**config.mk**
```make
export PLATFORM = sky130hd
export DESIGN_NAME = seg_capture_decode
export DESIGN_NICKNAME = d
export VERILOG_FILES = /design/src/rtl/seg_capture_decode.sv
export SDC_FILE = /design/constraint.sdc
export NUM_CORES = 1
export LEC_CHECK = 0
export CORE_ASPECT_RATIO = 2
export CORE_MARGIN = 4
export CORE_UTILIZATION = 25
export CTS_CLUSTER_DIAMETER = 150
export DETAILED_ROUTE_END_ITERATION = 7
export PLACE_DENSITY = 0.4
export SYNTH_ARGS = -nofsm -noshare
export SYNTH_HDL_FRONTEND = slang
export SYNTH_SLANG_ARGS = --single-unit
```
**constraint.sdc**
```tcl
create_clock -name clk -period 5.2 [get_ports clk]
set_input_delay 1.04 -clock clk [delete_from_list [all_inputs] [get_ports clk]]
set_output_delay 1.04 -clock clk [all_outputs]
set_load 0.05 [all_outputs]
```
**src/rtl/seg_capture_decode.sv**
```systemverilog
// Captures four-digit 7-segment frames and decodes them into hex nibbles.
// Completed frames are held for a valid/ready consumer, and flagged errors mark unrecognised digits.
module seg_capture_decode (
    input  logic        clk,
    input  logic        resetn,
    input  logic [6:0]  seg,
    input  logic        seg_valid,
    input  logic        sof,
    output logic [15:0] value,
    output logic [3:0]  err,
    output logic        out_valid,
    input  logic        out_ready,
    output logic        overrun
);

    typedef enum logic [1:0] {IDLE, CAPTURE, HOLD} state_t;

    state_t      state_q;
    logic [1:0]  idx_q;
    logic [15:0] shadowVal_q, shadowVal_d, value_q;
    logic [3:0]  shadowErr_q, shadowErr_d, err_q;
    logic        outValid_q, overrun_q;

    logic [6:0]  lit;
    logic [3:0]  digitNib;
    logic        digitErr;
    logic [1:0]  beatIdx;
    logic        startBeat;

    assign lit       = ~seg;
    assign startBeat = seg_valid && sof;

    always_comb begin
        digitNib = 4'h0;
        digitErr = 1'b0;
        case (lit)
            7'h3F: digitNib = 4'h0;
            7'h06: digitNib = 4'h1;
            7'h5B: digitNib = 4'h2;
            7'h4F: digitNib = 4'h3;
            7'h66: digitNib = 4'h4;
            7'h6D: digitNib = 4'h5;
            7'h7D: digitNib = 4'h6;
            7'h07: digitNib = 4'h7;
            7'h7F: digitNib = 4'h8;
            7'h6F: digitNib = 4'h9;
            7'h77: digitNib = 4'hA;
            7'h7C: digitNib = 4'hB;
            7'h39: digitNib = 4'hC;
            7'h5E: digitNib = 4'hD;
            7'h79: digitNib = 4'hE;
            7'h71: digitNib = 4'hF;
            default: digitErr = 1'b1;
        endcase
    end

    // A start-of-frame beat always lands in digit 0 of a freshly cleared shadow.
    always_comb begin
        beatIdx     = sof ? 2'd0 : idx_q;
        shadowVal_d = sof ? 16'h0000 : shadowVal_q;
        shadowErr_d = sof ? 4'h0 : shadowErr_q;
        shadowVal_d[{beatIdx, 2'b00} +: 4] = digitNib;
        shadowErr_d[beatIdx]               = digitErr;
    end

    always_ff @(posedge clk or negedge resetn) begin
        if (!resetn) begin
            state_q     <= IDLE;
            idx_q       <= 2'd0;
            shadowVal_q <= 16'h0000;
            shadowErr_q <= 4'h0;
            value_q     <= 16'h0000;
            err_q       <= 4'h0;
            outValid_q  <= 1'b0;
            overrun_q   <= 1'b0;
        end else begin
            overrun_q <= 1'b0;
            case (state_q)
                IDLE: begin
                    if (startBeat) begin
                        shadowVal_q <= shadowVal_d;
                        shadowErr_q <= shadowErr_d;
                        idx_q       <= 2'd1;
                        state_q     <= CAPTURE;
                    end
                end
                CAPTURE: begin
                    if (seg_valid) begin
                        if (!sof && idx_q == 2'd3) begin
                            value_q    <= shadowVal_d;
                            err_q      <= shadowErr_d;
                            outValid_q <= 1'b1;
                            idx_q      <= 2'd0;
                            state_q    <= HOLD;
                        end else begin
                            shadowVal_q <= shadowVal_d;
                            shadowErr_q <= shadowErr_d;
                            idx_q       <= sof ? 2'd1 : idx_q + 2'd1;
                        end
                    end
                end
                HOLD: begin
                    if (out_ready) begin
                        outValid_q <= 1'b0;
                        if (startBeat) begin
                            shadowVal_q <= shadowVal_d;
                            shadowErr_q <= shadowErr_d;
                            idx_q       <= 2'd1;
                            state_q     <= CAPTURE;
                        end else begin
                            idx_q   <= 2'd0;
                            state_q <= IDLE;
                        end
                    end else if (startBeat) begin
                        overrun_q <= 1'b1;
                    end
                end
                default: state_q <= IDLE;
            endcase
        end
    end

    assign value     = value_q;
    assign err       = err_q;
    assign out_valid = outValid_q;
    assign overrun   = overrun_q;

endmodule

```
==> results.sh <==
export IMPL_vias=2076
export IMPL_die_area_um2=12600
export IMPL_switching_share_pct=39.4
export IMPL_track_usage_pct=12.3
export IMPL_synth_nets=275
export IMPL_wl_per_cell_um=17.4
export IMPL_portBuffers=33
export IMPL_finalNetCount=301
export IMPL_holdCritPathClass="flop to flop"
export IMPL_ctsResizeCount=0
export IMPL_globalRoute_totalOverflow=0
export IMPL_r2r_end="value[10]$_DFFE_PN0P_"
export IMPL_yosys_warnings=0
export IMPL_utilization_pct=30.7
export IMPL_clkPwrFrac_pct=24.3
export IMPL_yosysTopAreaCellShare_pct=42.8
export IMPL_row_count=53
export IMPL_p_seq_share_pct=35.2
export IMPL_clkSinkCount=46
export IMPL_final_area_um2=3240
export IMPL_grt_pass1_vias=2267
export IMPL_synth_distinct_cells=59
export IMPL_async_flop_share_pct=100
export IMPL_tightestPinTransition_ns=0.991
export IMPL_drtAntennaViolNets=0
export IMPL_cts_buffer_depth=2
export IMPL_maxSlewHeadroom_pct=33.7
export IMPL_viasPerCell=4.99
export IMPL_syn2layout_area_growth_pct=20.3
export IMPL_yosys_area_top_type="dfrtp_1"
export IMPL_dp_hpwl_mm=5.43
export IMPL_ys_ff_latch=46
export IMPL_netlist_area_um2=2690
export IMPL_highest_layer="met4"
export IMPL_syn_area_per_cell_um2=10.7
export IMPL_diodes=0
export IMPL_cts_clk_slew_worst_paths_ns=0.06
export IMPL_grt_pass1_wl_mm=11.8
export IMPL_min_period_over_period_pct=65.8
export IMPL_met3_length_um=149
export IMPL_drt_met1_wl_mm=2.67
export IMPL_grt_max_degree=47
export IMPL_regToRegStartpoint="idx_q[0]$_DFFE_PN0P_"
export IMPL_crit_fanout=22
export IMPL_run_status="finished, final reports clean"
export IMPL_first_iter_violations=69
export IMPL_fp_dieW_um=81.4
export IMPL_gp_congestion=0.761
export IMPL_hold_ws_ns=0.482
export IMPL_totalWireLength_mm=7.23
export IMPL_fin_cells=416
export IMPL_fin_skew_ns=0.00450
export IMPL_design_core_area_um2=10500
export IMPL_finalSetupViolations=0
export IMPL_die_y_um=155
export IMPL_ctsHtreeMaxLevel=2
export IMPL_placedCellCount=408
export IMPL_dr_wl_met2_mm=4.29
export IMPL_pwr_share_comb_pct=40.5
export IMPL_seq_area_frac_synth_pct=42.8
export IMPL_hold_depth=1
export IMPL_postCtsSetupBuffers=0
export IMPL_synthTopCellsByArea="dfrtp_1, ha_1, nor2_1"
export IMPL_report_final_slew_viol_count=0
export IMPL_drive_above_1_share_pct=12.9
export IMPL_vdd_ir_drop_max_mv=0.132
export IMPL_dpl_cell_area_um2=3090
export IMPL_worstPathArrival_ns=3.58
export IMPL_min_period_ns=3.42
export IMPL_n_fill_cell=1114
export IMPL_cp_required_ns=5.36
export IMPL_internal_power_w=0.000818
export IMPL_hp_start="shadowVal_q[12]$_DFFE_PN0P_"
export IMPL_path_cells="clkdlybuf4s50_1 > nor2b_2 > nand3_1 > a221oi_1 > nor2_1"
export IMPL_path_class="input port to flop"
export IMPL_start_util_pct=25.5
export IMPL_netlist_instances=252
export IMPL_drv_cap=0
export IMPL_finalSetupTns_ns=0
export IMPL_p_leak_nw=1.39
export IMPL_cts_root_buf="clkbuf_16"
export IMPL_crit_slowest_cell="clkdlybuf4s50_1"
export IMPL_cts_buffers=5
export IMPL_fmax_ghz=0.292
export IMPL_p_sw_w=0.000532
export IMPL_r2r_cells=5
export IMPL_rsz0062_at_grt="no"
export IMPL_drc=0
export IMPL_synth_edf_count=0
export IMPL_ys_flop_type="dfrtp_1"
export IMPL_critical_path_top_delay_family="simple AND/OR/NAND/NOR gates"
export IMPL_cp_buffers_inverters=1
export IMPL_max_stage_delay_ns=0.77
export IMPL_io_pins=34
export IMPL_dr_pass1_iters=4
export IMPL_cp_start_kind="input port"
export IMPL_rrSetupSlack_ns=2.78
export IMPL_powerDensity_nw_per_um2=417
export IMPL_end_kind="flop"
export IMPL_clk_insertion_delay_late_ns=0.29
export IMPL_finalHoldViolations=0
export IMPL_hold_end="shadowVal_q[12]$_DFFE_PN0P_"
export IMPL_antenna_found_initial=0
export IMPL_cts_tree="built"
export IMPL_cts_hold_buf=0
[cell type report]
| cell class | instances | area [um^2] | area share (%) |
|---|---|---|---|
| well taps | 137 | 171 | 5.30 |
| clock inverters | 1 | 5.00 | 0.155 |
| repair buffers | 34 | 333 | 10.3 |
| multi-input cells | 183 | 1400 | 43.4 |
| clock buffers | 7 | 143 | 4.41 |
| inverters | 8 | 30.0 | 0.928 |
| flip-flops and latches | 46 | 1150 | 35.6 |
[sequential cells by signal, indices dropped and copies added (netlist names)]
register     cells
overrun          1
shadowErr_q      4
state_q          2
idx_q            2
out_valid        1
err              4
value           16
shadowVal_q     16
[worst max path at each step]
| stage | startpoint | endpoint | slack (ns) | cells after the start |
|---|---|---|---|---|
| 2_1_floorplan | sof | value[4]$_DFFE_PN0P_ | 2.37 | 8 |
| 5_1_grt | sof | err[1]$_DFFE_PN0P_ | 1.46 | 6 |
| 3_5_place_dp | sof | value[10]$_DFFE_PN0P_ | 1.36 | 5 |
| 4_1_cts | sof | value[10]$_DFFE_PN0P_ | 1.67 | 5 |
| 3_3_place_gp | sof | value[10]$_DFFE_PN0P_ | 1.40 | 5 |
| 6_report | sof | value[10]$_DFFE_PN0P_ | 1.78 | 5 |
[cell usage in the layout (no fill, tap or decap), types with 2 or more instances in the layout]
master / Yosys / final
a21oi_1: 11 / 11
a221o_1: 6 / 6
a221oi_1: 6 / 6
a221oi_2: 2 / 2
a22o_1: 9 / 9
a32o_1: 3 / 3
and2_1: 4 / 4
and3_1: 14 / 14
clkbuf_16: 0 / 5
clkdlybuf4s50_1: 0 / 32
dfrtp_1: 46 / 46
ha_1: 11 / 11
inv_1: 7 / 7
mux2_2: 3 / 3
nand2_1: 15 / 15
nand2b_1: 3 / 3
nand3_1: 5 / 5
nor2_1: 24 / 24
nor2b_1: 4 / 4
nor4b_1: 3 / 3
nor4b_2: 2 / 2
nor4b_4: 2 / 2
o21ai_0: 8 / 8
o21ai_1: 4 / 4
o21ai_2: 2 / 2
o2bb2ai_1: 9 / 9
o31ai_1: 4 / 4
[kinds of logic (layout without fill, tap and decap cells)]
group | after synthesis | count (layout) | synth area share [%]
DFF | 46 | 46 | 42.8
muxes | 3 | 3 | 1.26
xor gates and xnor gates | 1 | 1 | 0.325
adders and majority gates | 11 | 11 | 5.11
and+or+nand+nor | 93 | 93 | 22.3
buffers and inverters | 23 | 50 | 5.07
AOI/OAI and AO/OA | 75 | 75 | 23.2
[per-stage QoR]
step | setup slack (ns) | power, W
2_1_floorplan | 2.37 | 0.000867
3_3_place_gp | 1.40 | 0.00104
3_5_place_dp | 1.36 | 0.00104
4_1_cts | 1.67 | 0.00137
5_1_grt | 1.46 | 0.00143
6_report | 1.78 | 0.00135
[worst reg2reg max path, delay by kind of cell (launching register included)]
family / cells / cell delay (ns)
flip-flops: 1 / 0.44
adder cells (fa/ha/maj): 1 / 0.20
AND/OR/NAND/NOR: 3 / 1.03
AO/OA/AOI/OAI: 1 / 0.63
[routing by layer]
layer,up-vias,track usage [%]
li1,994,-
met1,1044,11.9
met2,32,24.7
met3,6,1.40
met4,0,4.75
met5,-,0
[cells in the mapped netlist (all sizes together), types with 6 or more instances]
library cell   n
a221o          6
inv            8
ha            11
o21ai         15
a21oi         11
nand2         16
a22o           9
o2bb2ai        9
buf           12
nor2          25
dfrtp         46
a221oi         8
and3          15
nor4b          7
[power by group through the flow]
stage | combinational (W) | clock, W | sequential, W
floorplan | 0.000258 | 0 | 0.000609
global placement | 0.000554 | 0 | 0.000483
detailed placement | 0.000555 | 0 | 0.000483
CTS | 0.000558 | 0.000335 | 0.000476
global route | 0.000597 | 0.000351 | 0.000485
finish | 0.000547 | 0.000328 | 0.000475
Note: power is estimated with default switching activity, not from simulation.
